## config.mk

```make
export PLATFORM = sky130hd
export DESIGN_NAME = train_data_sequencer
export DESIGN_NICKNAME = d
export VERILOG_FILES = /design/src/rtl/ann_seq_pkg.sv /design/src/rtl/train_data_sequencer_wrap_counter.sv /design/src/rtl/train_data_sequencer.sv
export SDC_FILE = /design/constraint.sdc
export NUM_CORES = 1
export LEC_CHECK = 0
export CAP_MARGIN = 40
export CELL_PAD_IN_SITES_DETAIL_PLACEMENT = 0
export CELL_PAD_IN_SITES_GLOBAL_PLACEMENT = 1
export CORE_ASPECT_RATIO = 1.4
export CORE_UTILIZATION = 37
export DETAILED_ROUTE_END_ITERATION = 10
export PLACE_DENSITY = 0.79
export SKIP_CTS_REPAIR_TIMING = 1
export SYNTH_ARGS = -nofsm -noshare
export SYNTH_HDL_FRONTEND = slang
export SYNTH_SLANG_ARGS = --single-unit
```

## constraint.sdc

```tcl
create_clock -name clk -period 1.9 [get_ports clk]
set_input_delay 0.38 -clock clk [delete_from_list [all_inputs] [get_ports clk]]
set_output_delay 0.38 -clock clk [all_outputs]
set_load 0.005 [all_outputs]
```

## src/rtl/ann_seq_pkg.sv

```systemverilog
// Shared constants and FSM state encoding for the training-data sequencer.
package ann_seq_pkg;

  localparam int DEFAULT_ADDR_W  = 8;
  localparam int DEFAULT_EPOCH_W = 16;
  localparam int READ_LATENCY    = 1;

  typedef enum logic [2:0] {
    IDLE = 3'd0,
    INIT = 3'd1,
    RUN  = 3'd2,
    RD   = 3'd3,
    VLD  = 3'd4,
    DONE = 3'd5
  } seq_state_e;

endpackage

```

## src/rtl/train_data_sequencer_wrap_counter.sv

```systemverilog
// Modulo-MODULUS up-counter with synchronous clear and a same-cycle wrap pulse.
module wrap_counter #(
  parameter int MODULUS = 4,
  parameter int W       = 8
) (
  input  logic         clk,
  input  logic         res,
  input  logic         clr,
  input  logic         en,
  output logic [W-1:0] count,
  output logic         wrap
);

  localparam logic [W-1:0] LAST = W'(MODULUS - 1);

  assign wrap = en && (count == LAST);

  always_ff @(posedge clk) begin
    if (res || clr) begin
      count <= '0;
    end else if (en) begin
      count <= wrap ? '0 : count + 1'b1;
    end
  end

endmodule

```

## src/rtl/train_data_sequencer.sv

```systemverilog
// Sequences training-memory reads per NN-core sample request, counting epochs.
// Define EPOCH_LIMIT_EN to stop after NUM_EPOCHS epochs (DONE / train_done).
module train_data_sequencer
  import ann_seq_pkg::*;
#(
  parameter int ADDR_W      = DEFAULT_ADDR_W,
  parameter int NUM_SAMPLES = 4,
  parameter int EPOCH_W     = DEFAULT_EPOCH_W,
  parameter int NUM_EPOCHS  = 1000
) (
  input  logic               clk,
  input  logic               res,
  input  logic               din,
  input  logic               select_initial,
  input  logic               sample_req,
  output logic               rd_en,
  output logic [ADDR_W-1:0]  rd_addr,
  output logic               sample_valid,
  output logic               sample_last,
  output logic [EPOCH_W-1:0] epoch_cnt,
  output logic               param_init,
  output logic               train_done,
  output seq_state_e         state
);

  // Handshake: a sample_req pulse is accepted only in RUN with din=1; the read
  // then occupies RD for one cycle and sample_valid follows exactly one cycle
  // later in VLD. Requests arriving anywhere else are dropped, never queued.

`ifdef EPOCH_LIMIT_EN
  localparam bit LIMIT_EN = 1'b1;
`else
  localparam bit LIMIT_EN = 1'b0;
`endif
  localparam logic [EPOCH_W-1:0] EPOCH_LIMIT = EPOCH_W'(NUM_EPOCHS);
  localparam logic [ADDR_W-1:0]  LAST_ADDR   = ADDR_W'(NUM_SAMPLES - 1);

  seq_state_e        next_state;
  logic [ADDR_W-1:0] index;
  logic              idx_wrap;
  logic              idx_clr;
  logic              limit_stop;

  assign idx_clr    = (next_state == INIT);
  assign limit_stop = LIMIT_EN && (epoch_cnt == EPOCH_LIMIT);

  wrap_counter #(
    .MODULUS (NUM_SAMPLES),
    .W       (ADDR_W)
  ) u_index (
    .clk   (clk),
    .res   (res),
    .clr   (idx_clr),
    .en    (state == RD),
    .count (index),
    .wrap  (idx_wrap)
  );

  always_ff @(posedge clk) begin
    if (res) begin
      state <= IDLE;
    end else begin
      state <= next_state;
    end
  end

  always_comb begin
    next_state = state;
    case (state)
      IDLE: begin
        if (select_initial) next_state = INIT;
        else if (din)       next_state = RUN;
      end
      INIT: next_state = din ? RUN : IDLE;
      RUN: begin
        if (select_initial)          next_state = INIT;
        else if (sample_req && din)  next_state = RD;
      end
      RD:  next_state = VLD;
      // epoch_cnt already reflects the wrap taken on the RD->VLD edge
      VLD: next_state = (sample_last && limit_stop) ? DONE : RUN;
      DONE: next_state = DONE;
      default: next_state = IDLE;
    endcase
  end

  always_ff @(posedge clk) begin
    if (res || idx_clr) begin
      epoch_cnt <= '0;
    end else if (idx_wrap) begin
      epoch_cnt <= epoch_cnt + 1'b1;
    end
  end

  // Address is captured on entry to RD and then held, so it never moves mid-read.
  always_ff @(posedge clk) begin
    if (res) begin
      rd_addr <= '0;
    end else if (next_state == RD) begin
      rd_addr <= index;
    end
  end

  assign rd_en        = (state == RD);
  assign sample_valid = (state == VLD);
  assign sample_last  = sample_valid && (rd_addr == LAST_ADDR);
  assign param_init   = (state == INIT);

`ifdef EPOCH_LIMIT_EN
  logic done_q;
  always_ff @(posedge clk) begin
    if (res) begin
      done_q <= 1'b0;
    end else if (next_state == DONE) begin
      done_q <= 1'b1;
    end
  end
  assign train_done = done_q;
`else
  assign train_done = 1'b0;
`endif

endmodule

```

==> summary.md, run 1 <==
| Metric | Value |
|---|---|
| Seq/Total Area, Yosys | `42.1%` |
| Initial DRT Pass Iterations | `4` |
| Power, Total | `1.52 mW` |
| Setup violators final | `0` |
| Vias per Instance | `5.32` |
| EDFF count, synth | `0` |
| Pin count of the biggest net entering global routing | `18` |
| Synthesis-to-layout area growth | `41.2%` |
| Yosys cell types | `40` |
| Hold depth | `2` |
| CTS clk-pin slew, worst paths | `0.07 ns` |
| Placed Instances | `290` |
| Area of the core | `0.00427 mm²` |
| GRT overflow | `0` |
| Crit Path Category | `flip-flop to output port` |
| Die H | `81.4 µm` |
| Antenna-violating nets left | `0` |
| Synth warn | `0` |
| Row count | `28` |
| Layout Cells excl Fill | `299` |
| Max Slew Vio Count | `0` |
| Post-Synthesis Cell Area | `0.00167 mm²` |
| Initial Utilization | `39.0%` |
| Final min period | `1.84 ns` |
| Clock Path Buffers | `2` |
| Aggregate routed wire length | `3920 µm` |
| Cell Area, Placed | `0.00216 mm²` |
| First-pass GRT wire length | `6440 µm` |
| Period utilization | `97.1%` |
| R2r setup slk | `0.14 ns` |
| HPWL Detailed | `2880 µm` |
| Req. time, crit path | `1.52 ns` |
| Nets@finish | `245` |
| Via count | `1591` |
| Critical Path, Cell by Cell | `nand3b_1, inv_1, clkdlybuf4s50_1` |
| Setup Skew | `0.00726 ns` |
| Sink Count | `35` |
| Worst path slowest cell | `clkdlybuf4s50_1` |
| Number of filler cells placed in the layout | `415` |
| Chip Width | `58.7 µm` |
| Max Cap Viol | `0` |
| Number of synthesized register bits | `35` |
| Critical path endpoint category | `output port` |
| Gp weighted congestion | `0.815` |
| Syn_area_per_cell | `8.91 µm²` |
| CTS buffer count | `5` |
| Synth async-reset ratio | `0%` |
| Die ar. | `0.00478 mm²` |
| Syn_nets | `194` |
| Worst EP arrival | `1.46 ns` |
| Final Instance Area | `0.00235 mm²` |
| Fmax | `542 MHz` |
| # diodes | `0` |
| # IOs | `37` |
| LEAKAGE | `0.933 nW` |
| Hold crit path type | `flip-flop to flip-flop` |
| Clk root buf | `clkbuf_8` |
| Reg2Reg Depth | `5` |
| CTS H-tree lvls | `2` |
| Top FF cell, synth | `dfxtp_1` |
| Crit path launch type | `flip-flop` |
| Vias in the first global route | `1512` |
| CTS tree | `done` |
| Drt first-iter violations | `49` |
| Power Density | `646 mW/mm²` |
| Status | `finished, final reports clean` |
| Initial antenna violation count | `0` |
| Hold Fails Final Rpt | `0` |
| Total Routing Usage GR | `17.8%` |
| Cells after Synth | `187` |
| Clk Latency, worst-skew pair | `0.29 ns` |
| Share of cells above drive strength 1 | `18.4%` |
| Setup_tns | `0 ns` |
| Crit Path Max Fanout | `4` |
| Routed len/inst | `13.1 µm` |
| Drc violations | `0` |
| Input/output buffers | `35` |
| Peak VDD IR | `0.000527 V` |
| Max incr delay on CP | `0.52 ns` |
==> through the flow <==
stage | setup slack [ns] | hold WS (ns) | util (%)
after floorplan | 0.167 | 0.456 | -
after global placement | 0.0775 | 0.474 | 50.6
after detailed placement | 0.0509 | 0.480 | 50.6
after CTS | -0.184 | 0.490 | 53.4
after global routing | -0.00615 | 0.529 | 55.0
final | 0.0551 | 0.490 | 55.0
==> logic make-up (layout without fill, tap and decap cells) <==
logic type	Yosys count	in the layout	share of synthesized area, %
and+or+nand+nor	80	80	28.5
AOI/OAI and AO/OA	38	38	13.2
DFF	35	35	42.1
buffers and inverters	14	66	4.81
muxes	9	9	5.41
xor gates and xnor gates	8	8	4.21
adders and majority gates	2	2	1.50
other	1	1	0.225
==> placed cells by master (no fill, tap or decap), types with 4 or more instances in the layout <==
cell type	count
nand4_1	5
o31ai_1	6
mux2i_1	9
clkdlybuf4s50_1	33
or3_1	4
clkbuf_8	6
a21oi_1	19
o21ai_0	8
dfxtp_1	32
nand3_1	7
nor2_1	19
buf_4	20
xnor2_1	5
nand2_1	12
or4_1	7
==> area by class of cell <==
| type | instances | area (µm²) | share of cell area [%] |
|---|---|---|---|
| multi-input combinational | 138 | 935 | 39.8 |
| tap | 60 | 75.1 | 3.19 |
| clock inverter | 2 | 35.0 | 1.49 |
| clock buffer | 6 | 82.6 | 3.51 |
| timing repair buffer | 55 | 505 | 21.5 |
| sequential | 35 | 707 | 30.1 |
| inverter | 3 | 11.3 | 0.479 |
==> registers in the layout, indices dropped and copies added, names as in the netlist <==
register,count
rd_addr,8
state,3
u_index.count,8
epoch_cnt,16
==> where the power goes <==
part	leakage, nW	total [mW]	switching, mW	internal, mW
logic	0.588	0.0782	0.0380	0.0403
registers	0.284	0.743	0.00565	0.737
clock network	0.0612	0.698	0.273	0.424
total	0.933	1.52	0.317	1.20
==> synthesized netlist by cell type, drive strengths merged, types with 5 or more instances <==
| master | number | area (µm²) |
|---|---|---|
| o21ai | 8 | 40.0 |
| o31ai | 6 | 45.0 |
| or4 | 7 | 52.6 |
| nor2 | 19 | 71.3 |
| nand3 | 8 | 45.0 |
| or3 | 7 | 47.5 |
| nand4 | 7 | 56.3 |
| a21oi | 19 | 95.1 |
| xnor2 | 5 | 43.8 |
| dfxtp | 35 | 701 |
| buf | 8 | 57.6 |
| mux2i | 9 | 90.1 |
| nand2 | 12 | 45.0 |
==> path summary, 6_finish.rpt <==
path                    start            end
max reg2reg  u_index.count[0]   epoch_cnt[9]
min reg2reg     epoch_cnt[15]  epoch_cnt[15]
max                  state[2]          rd_en
min             epoch_cnt[15]  epoch_cnt[15]
==> worst max-delay path: cells and delay by family, from the launching register on <==
family	cells	cell delay, ns
buf+inv	2	0.66
flops	1	0.34
simple gates	1	0.17
==> per-layer routing <==
metal,up-vias,share of wire (%),global-route usage [%]
li1,777,-,-
met1,756,39,18.5
met2,51,54,33.2
met3,7,4.8,3.98
met4,0,1.8,8.33
met5,-,0,0
Note: power is estimated with default switching activity, not from simulation.
==> run 2, diff against run 1 <==
--- a/config.mk
+++ b/config.mk
@@ -13,6 +13,7 @@
 export DETAILED_ROUTE_END_ITERATION = 10
 export PLACE_DENSITY = 0.79
 export SKIP_CTS_REPAIR_TIMING = 1
+export SLEW_MARGIN = 20
 export SYNTH_ARGS = -nofsm -noshare
 export SYNTH_HDL_FRONTEND = slang
 export SYNTH_SLANG_ARGS = --single-unit
==> results of run 2 <==
Same layout as run 1: the final DEF is identical, and so are final timing and power.
